==> src/rtl/traffic_phase_fsm_if.sv <==
// traffic_phase_fsm_if
//   Groups the controller's sensor inputs and lamp outputs into one bundle.
//   master : the environment (sensors, tick source, yellow counter) that drives the inputs.
//   slave  : the phase controller that drives the lamps.
//   Signals:
//     tick        1  one-cycle timing strobe
//     yellow_cnt  2  free-running yellow counter, asynchronous to clk
//     side_car    1  EW vehicle sensor (level)
//     ped_req     1  pedestrian button (level or pulse)
//     ns_light    3  {R,Y,G} for NS
//     ew_light    3  {R,Y,G} for EW
//     walk        1  pedestrian walk lamp
//     ped_ack     1  one-cycle pulse when a pedestrian request is latched
//     phase       3  current state encoding (debug)
//   Handshake: there is no valid/ready pair on this bundle. Inputs are sampled
//   on every rising clk edge; tick is a qualifier that is honoured only in the
//   cycle it is high, and ped_ack is the only acknowledgement returned.
interface traffic_phase_fsm_if;
  logic       tick;
  logic [1:0] yellow_cnt;
  logic       side_car;
  logic       ped_req;
  logic [2:0] ns_light;
  logic [2:0] ew_light;
  logic       walk;
  logic       ped_ack;
  logic [2:0] phase;

  modport master (
    output tick, yellow_cnt, side_car, ped_req,
    input  ns_light, ew_light, walk, ped_ack, phase
  );

  modport slave (
    input  tick, yellow_cnt, side_car, ped_req,
    output ns_light, ew_light, walk, ped_ack, phase
  );
endinterface

==> src/rtl/traffic_phase_fsm.sv <==
// traffic_phase_fsm
//   Two-road intersection phase controller (NS main road, EW side road, plus a
//   pedestrian walk phase). Green, all-red and walk phases are timed in ticks;
//   yellow phases are timed by counting four steps of the external yellow counter.
//   Ports:
//     clk    in  system clock, all state on posedge
//     rst_n  in  asynchronous active-low reset
//     bus    slave modport of traffic_phase_fsm_if (sensors in, lamps out)
//   Lamp outputs are registered from the next state, so they always match phase.
module traffic_phase_fsm #(
  parameter int NS_GREEN_MIN = 10,
  parameter int EW_GREEN_T   = 6,
  parameter int ALL_RED_T    = 2,
  parameter int WALK_T       = 8
) (
  input  logic                 clk,
  input  logic                 rst_n,
  traffic_phase_fsm_if.slave   bus
);

  typedef enum logic [2:0] {
    NS_GREEN  = 3'd0,
    NS_YELLOW = 3'd1,
    RED_A     = 3'd2,
    PED_WALK  = 3'd3,
    EW_GREEN  = 3'd4,
    EW_YELLOW = 3'd5,
    RED_B     = 3'd6
  } state_e;

  localparam logic [7:0] NS_MIN_M1  = 8'(NS_GREEN_MIN - 1);
  localparam logic [7:0] EW_M1      = 8'(EW_GREEN_T - 1);
  localparam logic [7:0] RED_M1     = 8'(ALL_RED_T - 1);
  localparam logic [7:0] WALK_M1    = 8'(WALK_T - 1);

  localparam logic [2:0] LAMP_R = 3'b100;
  localparam logic [2:0] LAMP_Y = 3'b010;
  localparam logic [2:0] LAMP_G = 3'b001;

  state_e     state_q, state_d;
  logic [7:0] timer_q, timer_d;
  logic [1:0] yel_steps_q, yel_steps_d;
  logic       car_pend_q, car_pend_d;
  logic       ped_pend_q, ped_pend_d;
  logic       ped_ack_q, ped_ack_d;
  logic [1:0] ysync1_q, ysync2_q, yprev_q;
  logic [2:0] ns_q, ns_d;
  logic [2:0] ew_q, ew_d;
  logic       walk_q, walk_d;

  logic step;
  logic changed;
  logic enter_ew;
  logic enter_walk;
  logic ped_set;

  // Any change of the synchronised counter is one step, whatever the jump size.
  assign step = (ysync2_q != yprev_q);

  always_comb begin
    state_d = state_q;
    unique case (state_q)
      NS_GREEN:  if (bus.tick && timer_q >= NS_MIN_M1 && (car_pend_q || ped_pend_q))
                   state_d = NS_YELLOW;
      // Yellow exits only on steps; a coincident tick has no effect here.
      NS_YELLOW: if (step && yel_steps_q == 2'd3) state_d = RED_A;
      RED_A:     if (bus.tick && timer_q == RED_M1)
                   state_d = ped_pend_q ? PED_WALK : EW_GREEN;
      PED_WALK:  if (bus.tick && timer_q == WALK_M1)
                   state_d = car_pend_q ? EW_GREEN : RED_B;
      EW_GREEN:  if (bus.tick && timer_q == EW_M1) state_d = EW_YELLOW;
      EW_YELLOW: if (step && yel_steps_q == 2'd3) state_d = RED_B;
      RED_B:     if (bus.tick && timer_q == RED_M1) state_d = NS_GREEN;
      // Unused encoding: fall back to all red.
      default:   state_d = RED_B;
    endcase

    changed    = (state_d != state_q);
    enter_ew   = changed && (state_d == EW_GREEN);
    enter_walk = changed && (state_d == PED_WALK);

    timer_d = timer_q;
    if (changed)                         timer_d = 8'd0;
    else if (bus.tick && timer_q != 8'hFF) timer_d = timer_q + 8'd1;

    yel_steps_d = yel_steps_q;
    if (changed) yel_steps_d = 2'd0;
    else if (step && (state_q == NS_YELLOW || state_q == EW_YELLOW))
      yel_steps_d = yel_steps_q + 2'd1;

    // Entry into the service phase clears the flag; a still-present request
    // re-latches on the following cycle.
    car_pend_d = car_pend_q;
    if (enter_ew)          car_pend_d = 1'b0;
    else if (bus.side_car) car_pend_d = 1'b1;

    ped_set    = bus.ped_req && !ped_pend_q && !enter_walk;
    ped_pend_d = ped_pend_q;
    if (enter_walk)   ped_pend_d = 1'b0;
    else if (ped_set) ped_pend_d = 1'b1;
    ped_ack_d = ped_set;

    ns_d   = LAMP_R;
    ew_d   = LAMP_R;
    walk_d = 1'b0;
    unique case (state_d)
      NS_GREEN:  ns_d = LAMP_G;
      NS_YELLOW: ns_d = LAMP_Y;
      EW_GREEN:  ew_d = LAMP_G;
      EW_YELLOW: ew_d = LAMP_Y;
      PED_WALK:  walk_d = 1'b1;
      default:   ;
    endcase
  end

  always_ff @(posedge clk or negedge rst_n) begin
    if (!rst_n) begin
      state_q     <= NS_GREEN;
      timer_q     <= 8'd0;
      yel_steps_q <= 2'd0;
      car_pend_q  <= 1'b0;
      ped_pend_q  <= 1'b0;
      ped_ack_q   <= 1'b0;
      ysync1_q    <= 2'd0;
      ysync2_q    <= 2'd0;
      yprev_q     <= 2'd0;
      ns_q        <= LAMP_G;
      ew_q        <= LAMP_R;
      walk_q      <= 1'b0;
    end else begin
      state_q     <= state_d;
      timer_q     <= timer_d;
      yel_steps_q <= yel_steps_d;
      car_pend_q  <= car_pend_d;
      ped_pend_q  <= ped_pend_d;
      ped_ack_q   <= ped_ack_d;
      ysync1_q    <= bus.yellow_cnt;
      ysync2_q    <= ysync1_q;
      yprev_q     <= ysync2_q;
      ns_q        <= ns_d;
      ew_q        <= ew_d;
      walk_q      <= walk_d;
    end
  end

  assign bus.ns_light = ns_q;
  assign bus.ew_light = ew_q;
  assign bus.walk     = walk_q;
  assign bus.ped_ack  = ped_ack_q;
  assign bus.phase    = state_q;

endmodule
==> src/flat_wrapper.sv <==
// flat-port wrapper written by rule: the top's interface ports become plain ports
module traffic_phase_fsm_flat 
#(
  parameter int NS_GREEN_MIN = 10,
  parameter int EW_GREEN_T   = 6,
  parameter int ALL_RED_T    = 2,
  parameter int WALK_T       = 8
)
  (clk, rst_n, bus_tick, bus_yellow_cnt, bus_side_car, bus_ped_req, bus_ns_light, bus_ew_light, bus_walk, bus_ped_ack, bus_phase);
  traffic_phase_fsm_if bus_i ();
  input  logic clk;
  input  logic rst_n;
  input wire logic [$bits(bus_i.tick)-1:0] bus_tick;
  input wire logic [$bits(bus_i.yellow_cnt)-1:0] bus_yellow_cnt;
  input wire logic [$bits(bus_i.side_car)-1:0] bus_side_car;
  input wire logic [$bits(bus_i.ped_req)-1:0] bus_ped_req;
  output wire logic [$bits(bus_i.ns_light)-1:0] bus_ns_light;
  output wire logic [$bits(bus_i.ew_light)-1:0] bus_ew_light;
  output wire logic [$bits(bus_i.walk)-1:0] bus_walk;
  output wire logic [$bits(bus_i.ped_ack)-1:0] bus_ped_ack;
  output wire logic [$bits(bus_i.phase)-1:0] bus_phase;
  assign bus_i.tick = bus_tick;
  assign bus_i.yellow_cnt = bus_yellow_cnt;
  assign bus_i.side_car = bus_side_car;
  assign bus_i.ped_req = bus_ped_req;
  assign bus_ns_light = bus_i.ns_light;
  assign bus_ew_light = bus_i.ew_light;
  assign bus_walk = bus_i.walk;
  assign bus_ped_ack = bus_i.ped_ack;
  assign bus_phase = bus_i.phase;
  traffic_phase_fsm #(.NS_GREEN_MIN(NS_GREEN_MIN), .EW_GREEN_T(EW_GREEN_T), .ALL_RED_T(ALL_RED_T), .WALK_T(WALK_T)) u_core (.clk(clk), .rst_n(rst_n), .bus(bus_i));
endmodule
==> config.mk <==
export PLATFORM = sky130hd
export DESIGN_NAME = traffic_phase_fsm_flat
export DESIGN_NICKNAME = d
export VERILOG_FILES = /design/src/rtl/traffic_phase_fsm_if.sv /design/src/rtl/traffic_phase_fsm.sv /design/src/flat_wrapper.sv
export SDC_FILE = /design/constraint.sdc
export NUM_CORES = 1
export LEC_CHECK = 0
export ABC_AREA = 1
export BUFFER_PORTS_ARGS = -buffer_cell sky130_fd_sc_hd__buf_2
export CORE_AREA = 2 2 65 67
export DETAILED_ROUTE_END_ITERATION = 6
export DIE_AREA = 0 0 67 69
export PLACE_DENSITY_LB_ADDON = 0.05
export SLEW_MARGIN = 20
export SYNTH_ARGS = -nofsm -noshare
export SYNTH_HDL_FRONTEND = slang
export SYNTH_SLANG_ARGS = --single-unit
==> constraint.sdc <==
create_clock -name clk -period 3.2 [get_ports clk]
set_clock_uncertainty 0.05 [all_clocks]
set_input_delay 0.16 -clock clk [delete_from_list [all_inputs] [get_ports clk]]
set_output_delay 0.16 -clock clk [all_outputs]
set_load 0.005 [all_outputs]
==> impl_metrics.tcl <==
set metrics [dict create \
    async_flop_share_pct 100 \
    rr_startpoint "u_core.timer_q[0]" \
    slew_headroom_pct 58.1 \
    synth_area_leaders "dfrtp_1 (45%), nand2_1 (7.4%), nor2_1 (5.7%)" \
    max_freq_mhz 486 \
    ys.flop_type "dfrtp_1" \
    grt_overflow 0 \
    drtIter0Drc 67 \
    place_inst 239 \
    clk_pin_slew_ns 0.07 \
    antenna_found_initial 0 \
    fin_cells 250 \
    ff_latch_area_um2 728 \
    ctsResizeCount 0 \
    syn_inst 174 \
    rsz0062_at_grt "false" \
    portBuffers 17 \
    worstHoldStart "bus_ped_req" \
    hold_violations 0 \
    status "completed" \
    drv_slew 0 \
    synth_top_area_share_pct 44.7 \
    drt_pre_antenna_iters 4 \
    drive_gt1_share_pct 27.5 \
    num_rows 23 \
    cts-buffers-inserted 5 \
    setup_viol 0 \
    num_vias 1169 \
    cts_num_sinks 29 \
    crit_path_end_kind "register" \
    hold_path_class "in2reg" \
    critPathLaunchType "register" \
    die-width_um 67 \
    hpwl_mm 2.17 \
    ir_drop_v 0.000191 \
    htreeDepth 2 \
    fin_crit_ns 2.06 \
    route.detailed.drc 0 \
    cp-startpoint "u_core.timer_q[0]" \
    cp_slowest_cell "dfrtp_1" \
    grt_first_pass_wirelength_mm 5.09 \
    grt_max_degree 30 \
    finalCoreUtilization_pct 44.9 \
    grt_usage_pct 14.5 \
    nNetsFinal 210 \
    leakagePower_nw 0.852 \
    post_drt_wl_per_cell_um 11.4 \
    synth_cell_types 28 \
    cp.required_ns 3.30 \
    synthToLayoutAreaGrowth_pct 16.1 \
    fin_crit_sh_pct 64.3 \
    cts-root-buf "clkbuf_8" \
    synth_top_area_cell "dfrtp_1" \
    die_area_um2 4620 \
    ys_seq_area_share_pct 48.1 \
    syn_avg_cell_area_um2 8.69 \
    cts_buffer_depth 2 \
    r2r_slack_ns 1.14 \
    yosys_register_bits 29 \
    synth_nets 185 \
    yosysWarnings 0 \
    syn-cell-area_um2 1510 \
    tritoncts "yes" \
    multi_input_area_um2 678 \
    initial_core_util_pct 38.7 \
    crit_chain "ha_1 -> nand2_2 -> clkinv_1 -> nand2_1 -> nor3_1 -> a21oi_1 -> nand3_4 -> nand2_2 -> nand2_1 -> nand2_2 -> a21oi_1" \
    crit_path_max_incr_delay_ns 0.45 \
    gp_congestion 0.792 \
    synth_edf_count 0 \
    clk_latency_ns 0.28 \
    fillers 401 \
    worst-setup-path-type "reg2reg" \
    cap_violations 0 \
    finalSetupTns_ns 0 \
    via_per_inst 4.68 \
    crit_fanout 11 \
    crit_top_cell "nand2_2" \
    io-pin-count 18 \
    total_power_mw 1.06 \
    wl_mm 2.85 \
    core_um2 3910 \
    worst_slew_pin_slew_ns 0.629 \
    power_density_nw_per_um2 606 \
    dieHeight_um 69 \
    crit_arrival_ns 2.15 \
    ant_nets 0 \
    antenna_cells 0 \
    grt_pass1_vias 1135 \
]
==> layout make-up <==
class	instances	area share, %
clock buffer	6	4.13
inverter	24	5.13
timing repair buffer	20	6.55
tap	50	3.56
multi-input combinational	119	38.6
sequential	29	41.5
clock inverter	2	0.570
==> cell usage after synthesis (2+ instances only) <==
cell and n:
nand3_1 13, nand4_1 3, nand2_1 30, nand2_2 9, a21oi_1 3, ha_1 4, nor2_2 9, dfrtp_1 27
xor2_1 6, or2_1 2, a21oi_2 3, nor2_1 23, nor2_4 2, inv_1 20, o21ai_0 3, nor3_1 2
dfstp_2 2, inv_2 3
==> metrics by stage <==
step / area, um^2 / hold slack (ns) / worst slack, ns
finish: 1760 / 0.0666 / 1.14
global route: 1760 / 0.0751 / 0.922
CTS: 1760 / 0.0609 / 1.09
detailed placement: 1640 / 0.176 / 1.10
global placement: 1640 / 0.166 / 1.17
floorplan: 1510 / -0.186 / 1.43
==> layout by cell type, fill, tap and decap left out, types with 5 or more instances in the layout <==
cell type / n
nand2_1: 30
buf_2: 17
xor2_1: 6
inv_1: 20
nand2_2: 9
nand3_1: 13
dfrtp_1: 27
clkbuf_8: 5
nor2_2: 9
nor2_1: 23
==> logic make-up (layout without fill, tap and decap cells) <==
kind of cell	after synthesis	in the layout	synth area share, %
AND/OR/NAND/NOR	96	96	31.3
flip-flops	29	29	48.1
adder cells (fa/ha/maj)	4	4	3.31
XOR/XNOR	7	7	4.05
buffers and inverters	26	52	7.03
AO/OA/AOI/OAI	12	12	6.12
==> path summary, 6_finish.rpt <==
path / end / cells past startpoint
hold / removal: u_core.bus.ped_ack / 3
setup / recovery: u_core.car_pend_q / 11
max in group asynchronous: u_core.yprev_q[0] / 2
setup reg to reg: u_core.car_pend_q / 11
min in group asynchronous: u_core.timer_q[3] / 2
hold reg to reg: u_core.ysync2_q[1] / 0
==> where the power goes <==
| part | internal, mW | switching (mW) |
|---|---|---|
| Sequential | 0.418 | 0.0441 |
| Combinational | 0.108 | 0.210 |
| Clock | 0.150 | 0.134 |
| Total | 0.677 | 0.387 |
==> routing by layer <==
metal | up-vias | GRT usage [%] | wire, um
met5 | - | 0 | 0
met4 | 0 | 6.12 | 43
met3 | 5 | 4.08 | 102
met2 | 16 | 22.0 | 1350
met1 | 554 | 19.1 | 1350
li1 | 594 | - | -
==> worst max-delay path: cells and delay by family, from the launching register on <==
| kind | cells | cell delay [ns] |
|---|---|---|
| AOI/OAI and AO/OA | 2 | 0.36 |
| adders and majority gates | 1 | 0.25 |
| buffers and inverters | 1 | 0.08 |
| and+or+nand+nor | 7 | 0.75 |
| DFF | 1 | 0.45 |
==> repair_timing <==
item,4_1_cts,5_1_grt
hold buffers,3,0
buffers inserted,0,0
endpoints found under the hold margin,29,0
==> sequential cells by signal (all words and copies together), names as in the netlist, 2 cells and up <==
| signal | count |
|---|---|
| u_core.ysync1_q | 2 |
| u_core.timer_q | 8 |
| u_core.bus.ew_light | 3 |
| u_core.bus.ns_light | 3 |
| u_core.yprev_q | 2 |
| u_core.yel_steps_q | 2 |
| u_core.ysync2_q | 2 |
| u_core.bus.phase | 3 |
No activity file was read; power rests on OpenSTA's default activity.
